### config.mk
export PLATFORM = sky130hd
export DESIGN_NAME = instr_merge_loader_flat
export DESIGN_NICKNAME = d
export VERILOG_FILES = /design/src/rtl/instr_merge_loader_pkg.sv /design/src/rtl/instr_merge_loader_if.sv /design/src/rtl/instr_merge_loader.sv /design/src/flat_wrapper.sv
export SDC_FILE = /design/constraint.sdc
export NUM_CORES = 1
export LEC_CHECK = 0
export CAP_MARGIN = 20
export CELL_PAD_IN_SITES_DETAIL_PLACEMENT = 1
export CELL_PAD_IN_SITES_GLOBAL_PLACEMENT = 2
export CORE_ASPECT_RATIO = 1.5
export CORE_MARGIN = 2
export CORE_UTILIZATION = 29
export CTS_BUF_LIST = sky130_fd_sc_hd__clkbuf_4 sky130_fd_sc_hd__clkbuf_8 sky130_fd_sc_hd__clkbuf_16
export CTS_CLUSTER_SIZE = 14
export DETAILED_ROUTE_END_ITERATION = 8
export PLACE_DENSITY_LB_ADDON = 0.15
export SETUP_SLACK_MARGIN = 0.5
export SLEW_MARGIN = 20
export SYNTH_ARGS = -nofsm -noshare
export SYNTH_HDL_FRONTEND = slang
export SYNTH_SLANG_ARGS = --single-unit
### constraint.sdc
create_clock -name clk -period 2 [get_ports clk]
set_input_delay 0.4 -clock clk [delete_from_list [all_inputs] [get_ports clk]]
set_output_delay 0.4 -clock clk [all_outputs]
set_load 0.02 [all_outputs]
### src/rtl/instr_merge_loader_pkg.sv
// Shared loader definitions: instruction field layout and loader state encoding.
// Field positions must stay in step with the core's instruction bus split.
package instr_merge_loader_pkg;

    localparam int unsigned OP_W     = 4;
    localparam int unsigned DATA_W   = 8;
    localparam int unsigned INSTR_W  = OP_W + DATA_W;
    localparam int unsigned OP_MSB   = INSTR_W - 1;
    localparam int unsigned OP_LSB   = DATA_W;
    localparam int unsigned DATA_MSB = DATA_W - 1;
    localparam int unsigned DATA_LSB = 0;

    typedef enum logic [2:0] {
        StIdle,
        StGetOp,
        StGetData,
        StWrite,
        StDone,
        StErr
    } loader_state_e;

endpackage

### src/rtl/instr_merge_loader_if.sv
// Byte-stream input and program-memory write port of the instruction loader.
// The loader masters the memory write port; the environment sources the byte stream.
interface instr_merge_loader_if
    import instr_merge_loader_pkg::*;
#(
    parameter int unsigned ADDR_W = 8
);

    logic [DATA_W-1:0]  in_byte;
    logic               in_valid;
    logic               in_ready;
    logic               mem_we;
    logic [ADDR_W-1:0]  mem_addr;
    logic [INSTR_W-1:0] mem_wdata;

    modport master (
        input  in_byte,
        input  in_valid,
        output in_ready,
        output mem_we,
        output mem_addr,
        output mem_wdata
    );

    modport slave (
        output in_byte,
        output in_valid,
        input  in_ready,
        input  mem_we,
        input  mem_addr,
        input  mem_wdata
    );

endinterface

### src/rtl/instr_merge_loader.sv
// Packs {opcode, data} byte pairs into instruction words and writes them sequentially
// into program memory, starting at address 0, for prog_len words.
module instr_merge_loader
    import instr_merge_loader_pkg::*;
#(
    parameter int unsigned ADDR_W = 8
) (
    input  logic                 clk,
    input  logic                 rst_n,
    input  logic                 start,
    input  logic [ADDR_W:0]      prog_len,
    instr_merge_loader_if.master bus,
    output logic                 busy,
    output logic                 done,
    output logic                 err
);

    loader_state_e      state_q, state_d;
    logic [ADDR_W:0]    len_q, len_d;
    // Word count doubles as the write address; the extra MSB lets it reach 2**ADDR_W.
    logic [ADDR_W:0]    cnt_q, cnt_d;
    logic [OP_W-1:0]    op_q, op_d;
    logic [INSTR_W-1:0] wdata_q, wdata_d;
    logic               err_q, err_d;
    logic               rdy;
    logic               xfer;

    always_ff @(posedge clk) begin
        if (!rst_n) begin
            state_q <= StIdle;
            len_q   <= '0;
            cnt_q   <= '0;
            op_q    <= '0;
            wdata_q <= '0;
            err_q   <= 1'b0;
        end else begin
            state_q <= state_d;
            len_q   <= len_d;
            cnt_q   <= cnt_d;
            op_q    <= op_d;
            wdata_q <= wdata_d;
            err_q   <= err_d;
        end
    end

    assign rdy  = (state_q == StGetOp) || (state_q == StGetData);
    assign xfer = rdy && bus.in_valid;

    always_comb begin
        state_d = state_q;
        len_d   = len_q;
        cnt_d   = cnt_q;
        op_d    = op_q;
        wdata_d = wdata_q;
        err_d   = err_q;
        unique case (state_q)
            StIdle: begin
                if (start) begin
                    len_d   = prog_len;
                    cnt_d   = '0;
                    err_d   = 1'b0;
                    state_d = (prog_len == '0) ? StDone : StGetOp;
                end
            end
            StGetOp: begin
                if (xfer) begin
                    if (bus.in_byte[DATA_W-1:OP_W] != '0) begin
                        err_d   = 1'b1;
                        state_d = StErr;
                    end else begin
                        op_d    = bus.in_byte[OP_W-1:0];
                        state_d = StGetData;
                    end
                end
            end
            StGetData: begin
                if (xfer) begin
                    wdata_d[OP_MSB:OP_LSB]     = op_q;
                    wdata_d[DATA_MSB:DATA_LSB] = bus.in_byte;
                    state_d                    = StWrite;
                end
            end
            StWrite: begin
                cnt_d   = cnt_q + {{ADDR_W{1'b0}}, 1'b1};
                state_d = (cnt_d == len_q) ? StDone : StGetOp;
            end
            StDone:  state_d = StIdle;
            StErr:   state_d = StIdle;
            default: state_d = StIdle;
        endcase
    end

    assign bus.in_ready  = rdy;
    assign bus.mem_we    = (state_q == StWrite);
    assign bus.mem_addr  = cnt_q[ADDR_W-1:0];
    assign bus.mem_wdata = wdata_q;
    assign busy          = rdy || (state_q == StWrite);
    assign done          = (state_q == StDone);
    assign err           = err_q;

endmodule

### src/flat_wrapper.sv
// flat-port wrapper written by rule: the top's interface ports become plain ports
module instr_merge_loader_flat import instr_merge_loader_pkg::*;
#(
    parameter int unsigned ADDR_W = 8
)
  (clk, rst_n, start, prog_len, busy, done, err, bus_in_byte, bus_in_valid, bus_in_ready, bus_mem_we, bus_mem_addr, bus_mem_wdata);
  instr_merge_loader_if #(.ADDR_W(ADDR_W)) bus_i ();
  input  logic clk;
  input  logic rst_n;
  input  logic start;
  input  logic [ADDR_W:0] prog_len;
  output logic busy;
  output logic done;
  output logic err;
  input wire logic [$bits(bus_i.in_byte)-1:0] bus_in_byte;
  input wire logic [$bits(bus_i.in_valid)-1:0] bus_in_valid;
  output wire logic [$bits(bus_i.in_ready)-1:0] bus_in_ready;
  output wire logic [$bits(bus_i.mem_we)-1:0] bus_mem_we;
  output wire logic [$bits(bus_i.mem_addr)-1:0] bus_mem_addr;
  output wire logic [$bits(bus_i.mem_wdata)-1:0] bus_mem_wdata;
  assign bus_i.in_byte = bus_in_byte;
  assign bus_i.in_valid = bus_in_valid;
  assign bus_in_ready = bus_i.in_ready;
  assign bus_mem_we = bus_i.mem_we;
  assign bus_mem_addr = bus_i.mem_addr;
  assign bus_mem_wdata = bus_i.mem_wdata;
  instr_merge_loader #(.ADDR_W(ADDR_W)) u_core (.clk(clk), .rst_n(rst_n), .start(start), .prog_len(prog_len), .bus(bus_i), .busy(busy), .done(done), .err(err));
endmodule
; ---- After elaboration in Yosys (flattened, before gate mapping)
; Index checks and enable logic that the tools add are counted.
[totals]
reg_bits = 38
in_bits = 21
out_inout_bits = 25
[classes]
add_sub_neg = 1
n_mux = 13
n_eq_ne = 9
n_bitwise = 1
n_reduce_logical = 14
[ops]
columns = op, count
row1 = $mux W3, 6
row2 = $pmux W9 S2, 1
row3 = $pmux W3 S4, 1
row4 = $add A9 B1 Y9 const B, 1
row5 = $eq A9 B9 Y1, 1
row6 = $logic_not A9 Y1, 1
row7 = $mux W9, 1
row8 = $eq A3 B2 Y1 const B, 2
row9 = $reduce_and A2 Y1, 3
row10 = $reduce_and A3 Y1, 2
row11 = $ne A2 B1 Y1 const B, 2
row12 = $ne A2 B2 Y1 const B, 2
row13 = $reduce_and A4 Y1, 1
row14 = $reduce_bool A2 Y1, 2
row15 = $reduce_bool A4 Y1, 1
row16 = $eq A3 B1 Y1 const B, 1
row17 = $eq A3 B3 Y1 const B, 1
row18 = $logic_not A3 Y1, 1
row19 = $mux W1, 3
row20 = $logic_or A1 B1 Y1, 2
row21 = $pmux W1 S2, 1
row22 = $logic_and A1 B1 Y1, 1
row23 = $not A1 Y1, 1

; ---- Logic depth before layout (Yosys ltp)
[depth]
ltp_word = 5
depth_mapped = 6
depth_no_buf = 6

; ---- Worst setup path after synthesis
; OpenSTA, ideal clock, no wires.
[synth_timing]
kind = register to register
from = register u_core.cnt_q[0]
to = register u_core.state_q[0]
path_stages_with_launch = 7
setup_slack_ps = 368
arrival_time_ps = 1508
synth_period_minus_slack_ps = 1632
setup_time_ps = 124
path_cell_list = dfxtp_1 -> ha_1 -> and3_1 -> a2111o_1 -> nand4_1 -> a32o_2 -> a21oi_1
[synth_between]
elab_chain_cells = 4
[synth_rtl]
columns = element, line
row1 = start: declaration, instr_merge_loader.sv:21  ; logic [ADDR_W:0] cnt_q, cnt_d;
row2 = start signal: assignment, instr_merge_loader.sv:39  ; cnt_q <= cnt_d;
row3 = $add A9 B1 Y9, instr_merge_loader.sv:84  ; cnt_d = cnt_q + {{ADDR_W{1'b0}}, 1'b1};
row4 = $eq A9 B9 Y1, instr_merge_loader.sv:85  ; state_d = (cnt_d == len_q) ? StDone : StGetOp;
row5 = $mux W3, instr_merge_loader.sv:85
row6 = $pmux W3 S4, instr_merge_loader.sv:56  ; unique case (state_q)
row7 = end signal: assignment, instr_merge_loader.sv:30  ; state_q <= StIdle;
row8 = end signal: assignment, instr_merge_loader.sv:37  ; state_q <= state_d;
row9 = end: declaration, instr_merge_loader.sv:18  ; loader_state_e state_q, state_d;
; Every way passes these cells.
; A chain may end at the register's enable or synchronous reset.

; ---- Final worst setup path
[layout_timing]
from = register u_core.cnt_q[1]
to = register u_core.state_q[2]
; The elaborated chain is that of the path after synthesis.

==> results.txt <==
Final hold slack: 351.2 ps
Fillers: 817
Worst vdd ir: 0.3486 mV
F_max: 622.3 MHz
Placed cell count: 380
Outcome: complete, no violations
Final Max Slew Viols: 0
N_diodes: 0
Design area: 0.003065 sq mm
Hold Path Cell Cnt: 3
GPL Wtd Cong: 0.7504
GRT overflow: 0
Register area share after synthesis: 37.16%
Setup TNS: 0 ps
Final core utilization: 44.74%
Max_slew headroom: 74.67%
Post-synth EDFFs: 0
Tcrit/Tclk final: 80.35%
Final setup vio count: 0
Syn nets: 276
Post-place instance area: 0.002665 sq mm
Top FF cell, synth: dfxtp_1
DIE AREA: 0.007760 sq mm
Clock Sinks: 38
First-pass GRT wire length: 10.04 mm
Asr flop ratio synth: 0%
RSZ-0062 raised after global routing: yes
Tightest Pin Transition: 378.3 ps
PwrDens: 634.4 mW/mm^2
Clk_skew: 9.715 ps
Final std cells w/o fill: 401
Post-Syn Area per Cell: 8.059 sq um
Leakage Power: 1.227 nW
FF+latch count, synth: 38
Final nets: 344
Vias per inst: 4.995
Commonest non-fill, non-tap cell in the layout: nand2_1
Most frequent cells in the layout: 55 x nand2_1, 31 x buf_4, 28 x dfxtp_1, 27 x a21boi_0, 24 x dlygate4sd2_1
Critical path arrival: 1790 ps
CP Launch Type: flip-flop
Die Y: 106.9 um
CTS Hold Bufs: 0
Reg2Reg Setup Slack: 390 ps
DRT antenna net count: 0
Post-Route WL: 5.969 mm
R2R depth: 6
Num CTS Buffers: 5
Htree depth: 2
Via count: 2003
CTS tree: yes
Chip Width: 72.60 um
Post-Syn Area: 0.002047 sq mm
Minimum clock period: 1607 ps
Synth warn: 0
CTS clk-pin slew, worst paths: 90 ps
Worst min path class: input pin to flip-flop
Vias in the first global route: 2069
Root Buffer: clkbuf_8
Core box area: 0.006852 sq mm
WL per Instance: 14.89 um
Max Cap Viol: 0
Crit. End Element: flip-flop
Post-synth cell types: 49
Hold Path Origin: prog_len[3]
Multi-input logic area: 0.001341 sq mm
Total Power: 1.945 mW
Clock Tree Buf Depth: 2
Worst-Skew Late Latency: 300 ps
Worst reg2reg path endpoint: u_core.state_q[2]$_SDFFE_PN0P_
Final Hold Fails: 0
Min-Delay Endpoint: u_core.len_q[3]$_SDFFE_PN0P_
# IOs: 46
Setup ws final: 392.9 ps
Syn Inst Count: 254
Seq. cell area: 785.8 sq um
Initial antenna violation count: 0
DP Wirelength: 4.410 mm
Rows: 37
Initial Util: 29.88%
Global Route Usage Sum: 16.36%
Reg2reg start: u_core.cnt_q[1]$_SDFFE_PN0P_
Largest net degree at the start of global routing: 36
DP Worst Slack: -106.6 ps
First-pass detailed-route iteration total: 3
Critical path required time: 2190 ps
CP max FO: 4
Area Growth Syn to Fin: 49.76%
PortBufs: 45
Share of cells above drive strength 1: 32.51%
DRC: 0
Initial DRC Count: 38
Critical path class: flip-flop to flip-flop
## kinds of logic after synthesis
group,share of synthesized area [%]
buffers and inverters,6.478
AO/OA/AOI/OAI,20.66
adder cells (fa/ha/maj),0.6111
AND/OR/NAND/NOR,30.20
multiplexers,1.039
flip-flops,37.16
XOR/XNOR,3.851
## repair_timing
item | 4_1_cts | 5_1_grt
endpoints found under the setup margin | 63 | 46
pin swaps | 26 | 17
buffers inserted | 8 | 5
gates resized for setup | 87 | 40
## synth_stat cells (all sizes together), types with 2 or more instances
cell	n	area, sq um
nor2b	6	37.54
o21ai	9	45.04
and2	3	18.77
and3	3	20.02
o211ai	2	15.01
a211oi	2	15.01
nand2	56	212.7
or2	3	18.77
nand3b	2	15.01
nor4	5	52.55
nor3	5	25.02
or4	2	18.77
xor2	3	26.28
nand2b	4	25.02
o21a	2	15.01
a21oi	9	45.04
clkbuf	4	15.01
nand4	2	12.51
xnor2	6	52.55
nor4b	2	23.77
nor2	10	37.54
a21boi	27	202.7
buf	16	102.6
dfxtp	38	760.7
nand4b	2	17.52
a21o	2	15.01
nand3	11	55.05
inv	4	15.01
## report_power, final
| part | switching (mW) | total [mW] | internal [mW] |
|---|---|---|---|
| Combinational | 0.150 | 0.317 | 0.167 |
| Clock | 0.298 | 0.831 | 0.533 |
| Sequential | 0.0242 | 0.797 | 0.772 |
## routing by layer
metal | wire length (um) | GRT usage, % | vias to the layer above
li1 | - | - | 1014
met1 | 2406 | 17.64 | 947
met2 | 3249 | 30.78 | 35
met3 | 237 | 3.759 | 7
met4 | 76 | 4.762 | 0
met5 | 0 | 0 | -
## worst max-delay path, cell delays in order, from the launching register on
cell and delay (ps):
dfxtp_4 370, ha_4 170, or2_2 280, a21o_1 190, a21oi_2 250, nor4b_2 80
a21o_1 160
## worst max-delay path by stage
stage,cells after the start,startpoint,endpoint,slack (ps)
floorplan,5,prog_len[2],u_core.state_q[0]$_SDFFE_PN0P_,450
global placement,6,prog_len[2],u_core.state_q[0]$_SDFFE_PN0P_,-90
detailed placement,6,prog_len[2],u_core.state_q[0]$_SDFFE_PN0P_,-110
CTS,3,u_core.state_q[0]$_SDFFE_PN0P_,bus_mem_we,270
global route,6,u_core.cnt_q[1]$_SDFFE_PN0P_,u_core.state_q[0]$_SDFFE_PN0P_,320
finish,6,u_core.cnt_q[1]$_SDFFE_PN0P_,u_core.state_q[2]$_SDFFE_PN0P_,390
## flip-flops by register name, summed over array words and instances, names as in the netlist
register	cells
u_core.len_q	9
u_core.state_q	3
u_core.op_q	4
u_core.err	1
u_core.cnt_q	9
u_core.bus.mem_wdata	12
## final cells by class
cell class	instances	area share [%]
Clock buffer	6	2.694
Clock inverter	2	1.959
Inverter	4	0.4898
Multi-Input combinational cell	192	43.76
Sequential cell	38	25.63
Tap cell	78	3.184
Timing Repair Buffer	81	22.29
Power figures use the tool's default switching activity.
